[config.mk]
export PLATFORM = sky130hd
export DESIGN_NAME = transport_mux_send
export DESIGN_NICKNAME = d
export VERILOG_FILES = /design/src/rtl/transport_mux_send.sv
export SDC_FILE = /design/constraint.sdc
export NUM_CORES = 1
export LEC_CHECK = 0
export CAP_MARGIN = 0
export CORE_MARGIN = 10
export CORE_UTILIZATION = 55
export CTS_BUF_LIST = sky130_fd_sc_hd__clkbuf_2
export DETAILED_ROUTE_END_ITERATION = 10
export PLACE_DENSITY = 0.94
export SLEW_MARGIN = 20
export SYNTH_ARGS = -nofsm -noshare
export SYNTH_HDL_FRONTEND = slang
export SYNTH_SLANG_ARGS = --single-unit
[constraint.sdc]
create_clock -name clk -period 4.1 [get_ports clk]
set_input_delay 0.82 -clock clk [delete_from_list [all_inputs] [get_ports clk]]
set_output_delay 0.82 -clock clk [all_outputs]
set_load 0.1 [all_outputs]
[src/rtl/transport_mux_send.sv]
`default_nettype none
// ============================================================================
//  Module   : transport_mux_send
//  Purpose  : Multiplexes several session channels onto one byte-wide link.
//             Each channel stages one command/data word; a round-robin FSM
//             emits a header byte followed by the data word, MSB byte first.
//  Revision : 1.0  initial release
// ============================================================================
module transport_mux_send #(
    parameter int CHANNELS   = 2,
    parameter int DATA_WIDTH = 16
) (
    input  logic                           clk,
    input  logic                           reset,
    input  logic [2*CHANNELS-1:0]          cmd_in,
    input  logic [DATA_WIDTH*CHANNELS-1:0] data_in,
    input  logic                           send_en,
    output logic [CHANNELS-1:0]            busy,
    output logic                           sending,
    output logic [7:0]                     packetOut,
    output logic [15:0]                    pkt_count
);

    localparam int NBYTES = DATA_WIDTH / 8;
    localparam int CW     = (CHANNELS > 1) ? $clog2(CHANNELS) : 1;
    localparam int IW     = (NBYTES > 1) ? $clog2(NBYTES) : 1;

    typedef enum logic [1:0] {
        S_IDLE   = 2'd0,
        S_HEADER = 2'd1,
        S_DATA   = 2'd2
    } state_t;

    state_t                r_state;
    logic [CW-1:0]         r_grant;
    logic [CW-1:0]         r_last;
    logic [IW-1:0]         r_idx;
    logic [1:0]            r_stage_cmd  [CHANNELS];
    logic [DATA_WIDTH-1:0] r_stage_data [CHANNELS];

    logic                  w_any;
    logic [CW-1:0]         w_sel;
    logic                  w_done;
    logic [CHANNELS-1:0]   w_clear;
    logic [DATA_WIDTH-1:0] w_shifted;
    logic [7:0]            w_byte;
    logic [7:0]            w_header;

    // Round-robin search for the next busy channel, starting after last grant.
    always_comb begin
        w_any = 1'b0;
        w_sel = '0;
        for (int k = 1; k <= CHANNELS; k++) begin
            if (!w_any && busy[(int'(r_last) + k) % CHANNELS]) begin
                w_any = 1'b1;
                w_sel = CW'((int'(r_last) + k) % CHANNELS);
            end
        end
    end

    // Final data byte leaves this edge: release the granted channel.
    always_comb begin
        w_done  = (r_state == S_DATA) && send_en && (r_idx == IW'(NBYTES - 1));
        w_clear = '0;
        for (int c = 0; c < CHANNELS; c++) begin
            w_clear[c] = w_done && (r_grant == CW'(c));
        end
    end

    // Byte selection: shift the staged word so the current byte sits on top.
    always_comb begin
        w_shifted = r_stage_data[r_grant] << {r_idx, 3'b000};
        w_byte    = w_shifted[DATA_WIDTH-1 -: 8];
        w_header  = {1'b1, 3'(r_grant), 2'b00, r_stage_cmd[r_grant]};
    end

    // Per-channel staging; a channel may re-capture on the edge its busy clears.
    always_ff @(posedge clk) begin
        if (!reset) begin
            busy <= '0;
            for (int c = 0; c < CHANNELS; c++) begin
                r_stage_cmd[c]  <= '0;
                r_stage_data[c] <= '0;
            end
        end else begin
            for (int c = 0; c < CHANNELS; c++) begin
                if ((cmd_in[2*c +: 2] != 2'b00) && (!busy[c] || w_clear[c])) begin
                    r_stage_cmd[c]  <= cmd_in[2*c +: 2];
                    r_stage_data[c] <= data_in[DATA_WIDTH*c +: DATA_WIDTH];
                    busy[c]         <= 1'b1;
                end else if (w_clear[c]) begin
                    busy[c] <= 1'b0;
                end
            end
        end
    end

    // Control FSM with registered link outputs and packet counter.
    always_ff @(posedge clk) begin
        if (!reset) begin
            r_state   <= S_IDLE;
            r_grant   <= '0;
            r_last    <= CW'(CHANNELS - 1);
            r_idx     <= '0;
            sending   <= 1'b0;
            packetOut <= 8'h00;
            pkt_count <= 16'h0000;
        end else begin
            sending <= 1'b0;
            case (r_state)
                S_IDLE: begin
                    if (w_any) begin
                        r_grant <= w_sel;
                        r_state <= S_HEADER;
                    end
                end
                S_HEADER: begin
                    if (send_en) begin
                        sending   <= 1'b1;
                        packetOut <= w_header;
                        r_idx     <= '0;
                        r_state   <= S_DATA;
                    end
                end
                S_DATA: begin
                    if (send_en) begin
                        sending   <= 1'b1;
                        packetOut <= w_byte;
                        if (w_done) begin
                            r_idx     <= '0;
                            r_last    <= r_grant;
                            pkt_count <= pkt_count + 16'd1;
                            r_state   <= S_IDLE;
                        end else begin
                            r_idx <= r_idx + IW'(1);
                        end
                    end
                end
                default: r_state <= S_IDLE;
            endcase
        end
    end

endmodule
`default_nettype wire

# Yosys cells after proc, flatten, opt, wreduce, memory -nomap -nowiden
# Memory sizes are Yosys's and may differ from the RTL's. A register that Yosys moved wholly into a read port is not among the register bits.
# Index checks and enable logic that the tools add are counted.
# word_totals
inputBits	39
rom_bits	0
wordCells	97
mem_count	2
ramBits	36
latch_bits	0
output_inout_bits	27
regBits	32
# classes
n_mul	0
n_eq_ne	6
shifts	1
n_lt_le_gt_ge	2
n_reduce_logical	24
div	0
addsub	4
n_mux	42
bitwise	7
# mem_list
memory	depth	width	read_ports	rd_clocked_by_memory_dff	wr	line	source
r_stage_data	2	16	1	1	2	39	logic [DATA_WIDTH-1:0] r_stage_data [CHANNELS];
r_stage_cmd	2	2	1	1	2	38	logic [1:0] r_stage_cmd [CHANNELS];
# op_table
operator	n
$mux 16	2
$mux 1	29
$add 16x1->16 const B	1
$mux 8	2
$pmux 8 s2	1
$shl 16x4->16	1
$mux 2	6
$reduce_bool 2->1	5
$ne 2x2->1 const B	4
$logic_and 1x1->1	7
$lt 2x3->1 const B	2
$pmux 2 s3	1
$reduce_and 3->1	2
$or 1x1->1	4
$reduce_and 2->1	2
$reduce_and 4->1	1
$add 1x1->1 const B	3
$logic_not 1->1	3
$and 1x1->1 const A	2
$eq 2x1->1 const B	1
$eq 2x2->1 const B	1
$logic_not 2->1	1
$logic_or 1x1->1	2
$pmux 1 s2	1
other kinds (2)	2

# Depth between registers and ports, before layout
# logic_depth
word_depth	12
ltp_mapped	8
mapped_depth_nobuf	6

# Worst setup path after synthesis
# Ideal clock, no wire load.
# synth_path
path_kind	input to register
start	in send_en
end	mem r_stage_cmd[0][0], enable pin
n_path_buf	0
arrival_time_ps	2477
setup_slack_ps	1205
cell_stages	3
setup_time_ps	418
t_required_ps	3682
cell_sequence	nand3_2 -> o21a_1 -> o21ai_0
# synth_rtl
item	line	source
start: declaration	17	input logic send_en,
end: declaration	38	

# Worst setup path in the final report
# layout_path
start	reg pkt_count[2]
end	out pkt_count[2]
# layout_rtl
item	line	source
start: declaration	21	output logic [15:0] pkt_count
start signal: assignment	132	pkt_count <= pkt_count + 16'd1;
# No word-level cell between the ends.

==> results by group <==
Run status
  • Status: finished clean

Floorplanning
  • Cell row count: 26
  • Die area: ~0.0088 mm^2
  • Area of the core: 0.00520 mm^2
  • Initial Utilization: 57.9%
  • Die height: 94.0 um
  • I/O pins: 66
  • Die Span X: roughly 94 um

STA
  • Slew Limit Fails: 0
  • Hold Slack: 0.486 ns
  • Final worst-path cycle share: 75.3%
  • Min Clock Period, post-route: 3.09 ns
  • Fin Clk Skew: 0.0196 ns
  • Final Hold Viols: 0
  • Slew headroom: roughly a third
  • RSZ-0062 raised after global routing: false
  • Achievable Freq: 0.324 GHz
  • Final setup fails: 0
  • TNS Setup: 0 ns
  • Tightest Pin Transition: 0.993 ns

Power
  • Pleak: 1.49 nW
  • PD cells: between 400 and 500 mW/mm^2
  • Maximum VDD drop: 313 uV

Logic synthesis
  • Post-synth top area share: 35.9%
  • Post-synth EDFFs: 36
  • Synth Cell Area: ~0.0030 mm^2
  • Synth area leaders: edfxtp_1 36%, dfxtp_1 22%, and3_1 7.7%
  • YS warnings: 0
  • FFs w/ async S/R, synth: 0%
  • Area leader, netlist: edfxtp_1
  • Mapped Avg Cell Area: about 11 um^2
  • Synth cell types: 37
  • Synthesized instance count: 263
  • Post-Syn Nets: 307
  • Ys flop type: edfxtp_1
  • Synthesis-stage register bit count: 69
  • Synth top cells by count: 37 x and3_1, 36 x edfxtp_1, 33 x dfxtp_1
  • Seq/Total Area, Yosys: 57.8%
  • Most common cell in the synthesized netlist: and3_1

Final layout
  • Final net count: 368
  • Final instance area: between 0.003 and 0.004 mm^2
  • Fin cells: 399
  • Fin util: about 74%
  • Synthesis-to-finish area growth: 28.0%
  • Share of cells above drive strength 1: around 8.8%
  • Antenna cell count: 0

GRT
  • Initial antenna violation count: 0
  • Largest net degree at the start of global routing: 48
  • Total GRT Usage: 17.1%
  • Vias in the first global route: 2451
  • Global-route wire length before repair: 11.8 mm
  • Total gr overflow: 0

Flow run
  • Max-cap violation count: 0

Critical path
  • CP delay by family, top: buffers and inverters
  • CP Launch Type: flop
  • CP endpoint: pkt_count[2]
  • Worst endpoint required time: 3.28 ns
  • FF-to-FF setup slack: 1.43 ns
  • Kind of end point of the critical path: output port
  • Max incr delay on CP: 1.20 ns
  • RR Endpoint: r_stage_data[1][12]
  • Ordered cell list for the critical path: clkdlybuf4s50_1
  • R2r startpoint: r_state[0]
  • CP Class: reg2out
  • Slowest library cell on the worst path: clkdlybuf4s50_1
  • Worst path arrival time: 2.27 ns
  • Crit path depth: 1
  • Worst R2R Path Depth: 5
  • Crit path from: pkt_count[2]
  • Max FO, Critical Path: 8
  • WP buf/inv: 1

Routing
  • Routed Antenna Nets: 0
  • Final wirelength: 7.18 mm
  • Vias/cell: 5.85
  • First-pass DRT Iterations: 5
  • 1st-iter DRT viols: 166
  • Vias: 2334
  • DRC viols: 0
  • Drt wl/cell: 18.0 um

Clock tree
  • TritonCTS buffer count: 9
  • Hold buffer count at cts: 0
  • Deepest clock path buffer count: 2
  • CTS resizes: 0
  • Root buffer cell: clkbuf_2
  • Clock latency on the worst-skew pair: approximately 0.51 ns
  • Worst-path clk slew: 0.20 ns
  • Setup bufs post-CTS: 0
  • CTS sink count: 69
  • CTS tree: built
  • H-tree depth: 3

Min path
  • Hold Path Class: reg2reg

Placement
  • Placed wire-length estimate: 5.14 mm
  • Post-DP Area: between 0.003 and 0.004 mm^2
  • Buffers on Ports: 65
  • Dpl cells: between 300 and 400
  • GPL Wtd Cong: between 0.8 and 0.9
per-layer routing:
layer,up-vias,global-route usage [%],share of wire [%]
met5,-,0,0
met4,0,10.9,4.0
met3,26,5.28,7.2
met2,96,30.1,52
met1,1109,17.2,37
li1,1103,-,-
flip-flops by register name (all words and copies together) (netlist names), named ones only:
signal	count
r_stage_data	32
pkt_count	16
packetOut	8
r_stage_cmd	4
busy	2
r_state	2
r_grant	1
r_idx	1
r_last	1
sending	1
cell type report:
type                       count  area (um^2)
sequential                    69         1740
inverter                       3         11.3
tap                           70         87.6
timing repair buffer          68          673
fill                         360         1350
multi-input combinational    173         1180
clock inverter                 7          114
clock buffer                   9         45.0
metrics by stage:
step / setup slack, ns / power (mW)
after global placement: 1.04 / 1.13
final: 1.01 / 1.64
after global routing: 0.940 / 1.70
after detailed placement: 0.867 / 1.14
after floorplan: 1.21 / 1.04
after CTS: 0.997 / 1.64
how the worst min path moves through the flow:
| stage | startpoint | to | slack, ns | depth (start not counted) |
|---|---|---|---|---|
| after detailed placement | pkt_count[15] | pkt_count[15] | 0.47 | 2 |
| after global placement | r_last | r_last | 0.46 | 2 |
| final | pkt_count[15] | pkt_count[15] | 0.49 | 2 |
| after floorplan | r_last | r_last | 0.44 | 2 |
| after CTS | pkt_count[15] | pkt_count[15] | 0.49 | 2 |
| after global routing | pkt_count[15] | pkt_count[15] | 0.53 | 2 |
tightest hold or removal path: cells and delay by family, from the launching register on:
kind / cells / cell delay [ns]
DFF: 1 / 0.36
AOI/OAI and AO/OA: 2 / 0.11
cell families after synthesis:
kind of cell	share of synthesized area (%)
AOI/OAI and AO/OA	8.22
xor gates and xnor gates	2.62
adders and majority gates	2.08
buffers and inverters	2.87
DFF	57.8
muxes	6.64
and+or+nand+nor	19.8
cell usage in the layout, fill, tap and decap left out, drive strengths merged, types with 3 or more instances in the layout:
cell type | synthesis | final
and3 | 37 | 37
clkbuf | 14 | 9
mux4 | 8 | 8
dfxtp | 33 | 33
and4 | 3 | 3
a21oi | 12 | 12
xor2 | 4 | 4
nor2 | 25 | 25
clkinv | 1 | 3
edfxtp | 36 | 36
or3 | 5 | 5
buf | 4 | 3
xnor2 | 5 | 5
ha | 5 | 5
clkdlybuf4s50 | 0 | 65
o31ai | 3 | 3
nand2 | 14 | 14
a32oi | 5 | 5
nor2b | 5 | 5
bufinv | 0 | 3
nand3 | 10 | 10
o21ai | 9 | 9
nand4 | 6 | 6
report_power, final:
part           internal (mW)  leakage (nW)  switching, mW
Clock                  0.259        0.0856          0.251
Sequential             0.785         0.658         0.0352
Combinational          0.125         0.741          0.184
Note: power is estimated with default switching activity, not from simulation.
